**config.mk**
```make
export PLATFORM = sky130hd
export DESIGN_NAME = phy_mgmt_hub_flat
export DESIGN_NICKNAME = d
export VERILOG_FILES = /design/src/rtl/phy_mgmt_hub_if.sv /design/src/rtl/phy_mgmt_hub.sv /design/src/flat_wrapper.sv
export SDC_FILE = /design/constraint.sdc
export NUM_CORES = 1
export LEC_CHECK = 0
export CAP_MARGIN = 20
export CORE_ASPECT_RATIO = 0.5
export CORE_MARGIN = 1.5
export CORE_UTILIZATION = 26
export DETAILED_ROUTE_END_ITERATION = 8
export PLACE_DENSITY_LB_ADDON = 0.12
export SYNTH_ARGS = -nofsm -noshare
export SYNTH_HDL_FRONTEND = slang
export SYNTH_SLANG_ARGS = --single-unit
```
**constraint.sdc**
```tcl
create_clock -name clk -period 2.2 [get_ports clk]
set_clock_uncertainty 0.05 [all_clocks]
set_input_delay 0.55 -clock clk [delete_from_list [all_inputs] [get_ports clk]]
set_output_delay 0.55 -clock clk [all_outputs]
set_load 0.005 [all_outputs]
```
**src/rtl/phy_mgmt_hub_if.sv**
```systemverilog
// phy_mgmt_hub_if: upstream Wishbone bus with a 10-bit {phy, reg} address.
interface phy_mgmt_hub_if;
    logic        cyc;
    logic        stb;
    logic        we;
    logic [9:0]  addr;
    logic [15:0] data_write;
    logic [15:0] data_read;
    logic        ack;
    logic        err;
    modport master (output cyc, stb, we, addr, data_write, input data_read, ack, err);
    modport slave  (input cyc, stb, we, addr, data_write, output data_read, ack, err);
endinterface

```
**src/rtl/phy_mgmt_hub.sv**
```systemverilog
// phy_mgmt_hub: routes {phy, reg} Wishbone accesses to per-PHY register ports and owns a link-change irq block.
// Optional PHY_HUB_TIMEOUT_EN bounds how long a port may stall before the access ends in err.
module phy_mgmt_hub #(
    parameter int PORTS     = 4,
    parameter int BASE_ADDR = 0,
    parameter int HUB_ADDR  = 31,
    parameter int TIMEOUT   = 15
) (
    input  logic                  clk,
    input  logic                  rst_n,
    phy_mgmt_hub_if.slave         wb,
    output logic [PORTS-1:0]      port_cyc_o,
    output logic [PORTS-1:0]      port_stb_o,
    output logic                  port_we_o,
    output logic [4:0]            port_addr_o,
    output logic [15:0]           port_data_write_o,
    input  logic [16*PORTS-1:0]   port_data_read_i,
    input  logic [PORTS-1:0]      port_ack_i,
    input  logic [PORTS-1:0]      port_err_i,
    input  logic [PORTS-1:0]      link_status_i,
    output logic                  irq_o
);
    localparam int SW = PORTS > 1 ? $clog2(PORTS) : 1;
    typedef enum logic [1:0] {IDLE, PORT, DONE} state_t;
    state_t           state_q, state_d;
    logic [PORTS-1:0] stb_q, stb_d, mask_q, mask_d, latch_q, latch_d, prev_q;
    logic [SW-1:0]    sel_q, sel_d;
    logic             we_q, we_d, ack_q, ack_d, err_q, err_d, irq_q;
    logic [4:0]       addr_q, addr_d;
    logic [15:0]      wdata_q, wdata_d, rdata_q, rdata_d, hub_rd;
    logic [4:0]       phy, rg;
    logic [5:0]       off;
    logic             is_hub, is_port, hub_wr, hit, tmo;
    assign phy = wb.addr[9:5];
    assign rg  = wb.addr[4:0];
    // A phy below BASE_ADDR wraps to >= 33, so one compare covers both bounds.
    assign off     = {1'b0, phy} - 6'(BASE_ADDR);
    assign is_hub  = phy == 5'(HUB_ADDR);
    assign is_port = !is_hub && off < 6'(PORTS);
    assign hub_wr  = state_q == IDLE && wb.cyc && wb.stb && is_hub && wb.we;
    assign hub_rd  = rg == 5'd0 ? 16'(link_status_i) :
                     rg == 5'd1 ? 16'(latch_q) :
                     rg == 5'd2 ? 16'(mask_q) : 16'h0000;
    assign hit     = port_ack_i[sel_q] || port_err_i[sel_q];
    // A new change is ORed in after the W1C so a same-cycle set survives the clear.
    assign latch_d = (latch_q & ~((hub_wr && rg == 5'd1) ? wb.data_write[PORTS-1:0] : '0))
                   | (link_status_i ^ prev_q);
    assign mask_d  = (hub_wr && rg == 5'd2) ? wb.data_write[PORTS-1:0] : mask_q;
`ifdef PHY_HUB_TIMEOUT_EN
    logic [7:0] cnt_q, cnt_d;
    assign cnt_d = state_q == PORT ? cnt_q + 8'd1 : 8'd0;
    assign tmo   = cnt_q + 8'd1 == 8'(TIMEOUT);
    always_ff @(posedge clk or negedge rst_n)
        if (!rst_n) cnt_q <= '0;
        else cnt_q <= cnt_d;
`else
    assign tmo = 1'b0;
`endif
    always_comb begin
        state_d = state_q;
        stb_d   = stb_q;
        sel_d   = sel_q;
        we_d    = we_q;
        addr_d  = addr_q;
        wdata_d = wdata_q;
        rdata_d = rdata_q;
        ack_d   = 1'b0;
        err_d   = 1'b0;
        case (state_q)
            IDLE: if (wb.cyc && wb.stb) begin
                state_d = is_port ? PORT : DONE;
                ack_d   = !is_port;
                rdata_d = is_hub ? hub_rd : is_port ? rdata_q : 16'hFFFF;
                if (is_port) begin
                    stb_d   = PORTS'(1) << off[SW-1:0];
                    sel_d   = off[SW-1:0];
                    we_d    = wb.we;
                    addr_d  = rg;
                    wdata_d = wb.data_write;
                end
            end
            PORT: if (hit || !wb.cyc || tmo) begin
                state_d = (!hit && !wb.cyc) ? IDLE : DONE;
                stb_d   = '0;
                rdata_d = hit ? port_data_read_i[16*sel_q +: 16] : rdata_q;
                ack_d   = hit && port_ack_i[sel_q];
                err_d   = hit ? !port_ack_i[sel_q] : wb.cyc;
            end
            default: state_d = IDLE;
        endcase
    end
    always_ff @(posedge clk or negedge rst_n) begin
        if (!rst_n) begin
            state_q <= IDLE;
            stb_q   <= '0;
            sel_q   <= '0;
            we_q    <= 1'b0;
            addr_q  <= '0;
            wdata_q <= '0;
            rdata_q <= '0;
            ack_q   <= 1'b0;
            err_q   <= 1'b0;
            mask_q  <= '0;
            latch_q <= '0;
            prev_q  <= '0;
            irq_q   <= 1'b0;
        end else begin
            state_q <= state_d;
            stb_q   <= stb_d;
            sel_q   <= sel_d;
            we_q    <= we_d;
            addr_q  <= addr_d;
            wdata_q <= wdata_d;
            rdata_q <= rdata_d;
            ack_q   <= ack_d;
            err_q   <= err_d;
            mask_q  <= mask_d;
            latch_q <= latch_d;
            prev_q  <= link_status_i;
            irq_q   <= |(latch_q & mask_q);
        end
    end
    assign wb.data_read      = rdata_q;
    assign wb.ack            = ack_q;
    assign wb.err            = err_q;
    assign port_cyc_o        = stb_q;
    assign port_stb_o        = stb_q;
    assign port_we_o         = we_q;
    assign port_addr_o       = addr_q;
    assign port_data_write_o = wdata_q;
    assign irq_o             = irq_q;
endmodule

```
**src/flat_wrapper.sv**
```systemverilog
// flat-port wrapper written by rule: the top's interface ports become plain ports
module phy_mgmt_hub_flat 
#(
    parameter int PORTS     = 4,
    parameter int BASE_ADDR = 0,
    parameter int HUB_ADDR  = 31,
    parameter int TIMEOUT   = 15
)
  (clk, rst_n, port_cyc_o, port_stb_o, port_we_o, port_addr_o, port_data_write_o, port_data_read_i, port_ack_i, port_err_i, link_status_i, irq_o, wb_cyc, wb_stb, wb_we, wb_addr, wb_data_write, wb_data_read, wb_ack, wb_err);
  phy_mgmt_hub_if wb_i ();
  input  logic clk;
  input  logic rst_n;
  output logic [PORTS-1:0] port_cyc_o;
  output logic [PORTS-1:0] port_stb_o;
  output logic port_we_o;
  output logic [4:0] port_addr_o;
  output logic [15:0] port_data_write_o;
  input  logic [16*PORTS-1:0] port_data_read_i;
  input  logic [PORTS-1:0] port_ack_i;
  input  logic [PORTS-1:0] port_err_i;
  input  logic [PORTS-1:0] link_status_i;
  output logic irq_o;
  input wire logic [$bits(wb_i.cyc)-1:0] wb_cyc;
  input wire logic [$bits(wb_i.stb)-1:0] wb_stb;
  input wire logic [$bits(wb_i.we)-1:0] wb_we;
  input wire logic [$bits(wb_i.addr)-1:0] wb_addr;
  input wire logic [$bits(wb_i.data_write)-1:0] wb_data_write;
  output wire logic [$bits(wb_i.data_read)-1:0] wb_data_read;
  output wire logic [$bits(wb_i.ack)-1:0] wb_ack;
  output wire logic [$bits(wb_i.err)-1:0] wb_err;
  assign wb_i.cyc = wb_cyc;
  assign wb_i.stb = wb_stb;
  assign wb_i.we = wb_we;
  assign wb_i.addr = wb_addr;
  assign wb_i.data_write = wb_data_write;
  assign wb_data_read = wb_i.data_read;
  assign wb_ack = wb_i.ack;
  assign wb_err = wb_i.err;
  phy_mgmt_hub #(.PORTS(PORTS), .BASE_ADDR(BASE_ADDR), .HUB_ADDR(HUB_ADDR), .TIMEOUT(TIMEOUT)) u_core (.clk(clk), .rst_n(rst_n), .wb(wb_i), .port_cyc_o(port_cyc_o), .port_stb_o(port_stb_o), .port_we_o(port_we_o), .port_addr_o(port_addr_o), .port_data_write_o(port_data_write_o), .port_data_read_i(port_data_read_i), .port_ack_i(port_ack_i), .port_err_i(port_err_i), .link_status_i(link_status_i), .irq_o(irq_o));
endmodule
```
# Word-level counts from Yosys, hierarchy flattened
# Index checks and enable logic that the tools add are counted.
# word_totals
word_cells	85
input_bits	107
out_inout_bits	49
register_bits	61
# op_classes
n_lt_le_gt_ge	2
mux	29
eq_ne	9
n_reduce_logical	25
shifts	2
n_bitwise	5
# ops
op	n
2-to-1 mux 16 bit	7
variable part select 64 x 7 -> 16 bit	1
one-hot mux 16 bit (2 select lines)	1
2-to-1 mux 4 bit	5
logical AND 1 bit	10
AND 4 bit	2
2-to-1 mux 2 bit	4
one-hot mux 4 bit (2 select lines)	1
2-to-1 mux 1 bit	7
inequality test 2 x 1 -> 1 bit (second input constant)	3
equality test 5 x 1 -> 1 bit (second input constant)	1
equality test 5 x 2 -> 1 bit (second input constant)	1
equality test 5 bit (second input constant)	1
zero test 1 bit	5
zero test 5 bit	1
less-than comparator 5 x 3 -> 1 bit (second input constant)	1
AND reduction 5 bit	1
binary-select mux 1 bit (select 2 bit)	2
inverter 4 bit	1
OR 4 bit	1
one-hot mux 2 bit (2 select lines)	1
AND reduction 4 bit	1
OR reduction 4 bit	1
left shift 1 x 2 -> 4 bit (first input constant)	1
11 further kinds	12

# Longest topological paths before layout
# logic_depth
ltp_word	10
depth_mapped	7
depth_no_buf	4

# Least setup slack after synthesis
# No wires, ideal clock.
# synth_path
path_kind	input -> register
from	input port wb_addr[4]
to	register u_core.mask_q[0]
setup_time_ps	125
path_buffers	0
slack_ps	194
path_stages	4
arrival_ps	1831
required_time_ps	2025
path_cell_list	nor3_1 nand2_1 nor4b_2 mux2_2
# synth_between
elab_chain_len	2
# synth_lines
item	line	rtl
start, declared	flat_wrapper.sv:26	input wire logic [$bits(wb_i.addr)-1:0] wb_addr;
equality test 5 x 2 -> 1 bit	phy_mgmt_hub.sv:48	assign mask_d = (hub_wr && rg == 5'd2) ? wb.data_write[PORTS-1:0] : mask_q;
logical AND 1 bit	phy_mgmt_hub.sv:48	
end signal, assigned	phy_mgmt_hub.sv:117	mask_q <= mask_d;
end, declared	phy_mgmt_hub.sv:26	logic [PORTS-1:0] stb_q, stb_d, mask_q, mask_d, latch_q, latch_d, prev_q;
# Every way passes these cells.
# A chain may end at the register's enable or synchronous reset.

# Final worst setup path
# layout_path
from	input port port_ack_i[2]
to	register u_core.stb_q[0], in the netlist u_core.port_cyc_o[0]
# layout_between
elab_chain_len	6
# layout_lines
item	line	rtl
start, declared	flat_wrapper.sv:19	input logic [PORTS-1:0] port_ack_i;
binary-select mux 1 bit (select 2 bit)	phy_mgmt_hub.sv:44	assign hit = port_ack_i[sel_q] || port_err_i[sel_q];
2-to-1 mux 1 bit (not written as such)	phy_mgmt_hub.sv:44	
logical OR 1 bit	phy_mgmt_hub.sv:44	
logical OR 1 bit	phy_mgmt_hub.sv:82	PORT: if (hit || !wb.cyc || tmo) begin
inequality test 2 x 1 -> 1 bit (no line)	n/a	
AND reduction 4 bit (no line)	n/a	
end signal, assigned	phy_mgmt_hub.sv:109	stb_q <= stb_d;
end, declared	phy_mgmt_hub.sv:26	
# Every way passes these cells. The select of a mux whose other input is x is not followed.

==> flow_summary.ini <==
[clock_tree]
tritoncts = yes
clk_latency_ps = 320
cts-root-buf = clkbuf_16
clockBufferDepth = 2
cts_buffers = 9
clock-sinks = 61
htreeDepth = 3
clk_pin_slew_ps = 50

[logic_synthesis]
ys_ff_latch = 61
syn-num-nets = 374
syn_inst = 267
avgSynthCellArea_um2 = 11.4
synth_edf_count = 0
yosysSeqAreaShare = 0.503
synthArstFlopShare = 1.00
synth_area_um2 = 3040
ys_types = 36
synth_flop_cell = dfrtp_1
ys_warn_count = 0

[final_layout]
drive_above_1_share = 0.149
nFillCells = 1009
n_antenna_cell = 0
area_growth_pct = 69.5
stdcell_area_um2 = 5150
fin_nets = 546

[setup_path]
crit_fanout = 4
cp_slowest_cell = mux4_2
crit_chain = clkdlybuf4s50_1, mux4_2, or3b_1, a21oi_2, a22o_1
max_stage_delay_ps = 530
r2r_end = u_core.port_cyc_o[0]
cp-end-kind = register
startpoint_type = input pin
r2r-start = u_core.sel_q[0]
rrSetupSlack_ps = 210
path_class = input pin to register
cp.arrival_ps = 2350
crit_required_ps = 2410
reg2reg_depth = 4

[drt]
drtAntennaViolNets = 0
drtIter0Drc = 103
wl_per_cell_um = 15.1
vias_per_cell = 4.49
dr_total_vias = 2699
drc = 0
dr.pass1.iters = 4
wirelength_um = 9080

[global_route]
antenna_found_initial = 0
grt.busiest_layer = met2
overflow = 0
grt_pass1_wl_um = 14000
use_met1 = 0.173
grt_use_met2 = 0.259
grtUsageTotal = 0.147
met3_usage = 0.0461
grt_start_max_net_pins = 32
grt_pass1_vias = 2807

[pwr]
total_power_mw = 3.80
p_per_area_nw_per_um2 = 738
irDropWorstVdd_v = 0.000379
cellLeakagePower_nw = 2.19

[timing]
post-route-period-util = 0.977
maxSlewHeadroom = 0.659
min_period_ps = 2150
report.final.slew_viol_count = 0
worst_slew_pin_slew_ps = 511
fmax_ghz = 0.465
final-setup-viol-count = 0
fin_ws_ps = 50.8
rsz0062_at_grt = no
whs_ps = 119
hold_viol_final = 0

[place]
port_buffers = 155
place_ws_ps = -256
post_dp_cell_area_um2 = 4880
hpwl_um = 7220
gp_congestion = 0.749

[outcome]
status = completed

[floorplanning]
core_area_um2 = 11200
die_y_um = 79.4
die_area_um2 = 12400
num_rows = 27
start_util = 0.271
io_pins = 156
die_w_um = 156

[worst_hold_path]
hold_class = input pin to asynchronous set/reset pin

[flow_run]
maxCapViolCount = 0
[layout by cell type, fill, tap and decap left out, drive strengths merged, types with 3 or more instances in the layout]
master,count
clkdlybuf4s50,154
nand2,81
dfrtp,61
buf,26
mux4,14
mux2,12
a221o,12
clkbuf,12
nor2b,6
o21ai,6
a21oi,6
xor2,4
a211o,4
mux2i,4
nand3b,4
o22ai,4
o32ai,4
nand2b,3
nor2,3
[report_power, final]
part           internal [mW]  switching [mW]  leakage (nW)
Sequential              1.31           0.126         0.751
Combinational          0.745           0.376          1.30
Clock                  0.805           0.442         0.134
[area by class of cell]
type,count,area [µm²],share of cell area
clock buffers,12,256,0.0498
multi-input cells,185,1390,0.270
well taps,159,199,0.0387
clock inverters,2,10.0,0.00195
flip-flops and latches,61,1530,0.297
inverters,2,7.51,0.00146
repair buffers,180,1760,0.342
[synthesized netlist by cell type (2+ instances only)]
cell / n / area, µm²
nand3_1: 2 / 10.0
a211o_1: 4 / 35.0
o2bb2ai_1: 2 / 17.5
nor2_1: 2 / 7.51
o22ai_1: 4 / 25.0
mux2i_1: 4 / 40.0
nand2_1: 81 / 304
buf_4: 4 / 30.0
o21ai_0: 6 / 30.0
dfrtp_1: 61 / 1530
mux4_1: 4 / 105
xor2_1: 4 / 35.0
nor2b_1: 6 / 37.5
a22o_1: 2 / 17.5
nand2b_1: 3 / 18.8
mux2_2: 12 / 135
nor3_1: 2 / 10.0
mux4_2: 10 / 225
buf_6: 4 / 45.0
a21oi_1: 5 / 25.0
inv_1: 2 / 7.51
a221o_1: 12 / 120
a22oi_1: 2 / 15.0
o32ai_1: 4 / 35.0
and4_1: 2 / 17.5
nand3b_1: 4 / 30.0
clkbuf_1: 10 / 37.5
[worst max path at each step]
stage / from / to / slack, ps
floorplan: wb_addr[4] / u_core.mask_q[0] / 190
global placement: port_ack_i[2] / u_core.port_cyc_o[0] / -240
detailed placement: port_ack_i[2] / u_core.port_cyc_o[1] / -260
CTS: port_ack_i[2] / u_core.port_cyc_o[0] / 60
global route: port_ack_i[2] / u_core.port_cyc_o[0] / 20
finish: port_ack_i[2] / u_core.port_cyc_o[0] / 50
[worst max-delay path: cells and delay by family]
| kind | cells | cell delay (ps) |
|---|---|---|
| AOI/OAI and AO/OA | 2 | 420 |
| buffers and inverters | 1 | 420 |
| and+or+nand+nor | 1 | 440 |
| muxes | 1 | 530 |
[per-layer routing]
layer  part of all wire  wire [µm]  up-vias
met3              0.064        579        4
met5                  0          0        -
met2               0.49       4480       79
met1               0.44       3970     1311
met4             0.0053         48        0
li1                   -          -     1305
[kinds of logic after synthesis]
logic type / Yosys count / share of synthesized area
compound gates: 43 / 0.111
mux: 30 / 0.167
simple gates: 108 / 0.167
buf+inv: 21 / 0.0412
xor+xnor: 4 / 0.0115
flops: 61 / 0.503
[per-stage QoR]
step	setup TNS [ps]	utilization	std cells
after floorplan	0	-	267
after global placement	-5570	0.436	587
after detailed placement	-5970	0.436	587
after CTS	0	0.460	601
after global routing	0	0.460	601
final	0	0.460	601
[state kept, by name, summed over array words and instances (netlist names)]
signal                    cells
u_core.port_addr_o            5
u_core.wb.data_read          16
u_core.latch_q                4
u_core.wb.ack                 1
u_core.prev_q                 4
u_core.port_cyc_o             4
u_core.mask_q                 4
u_core.port_we_o              1
u_core.sel_q                  2
u_core.port_data_write_o     16
u_core.irq_o                  1
u_core.state_q                2
u_core.wb.err                 1
[what timing repair did]
item                                    in CTS  in global routing
endpoints found under the setup margin       0                 10
setup buffers                                0                  0
hold buffers                                 0                  0
gates resized for setup                      0                  1
No activity file was read; power rests on OpenSTA's default activity.
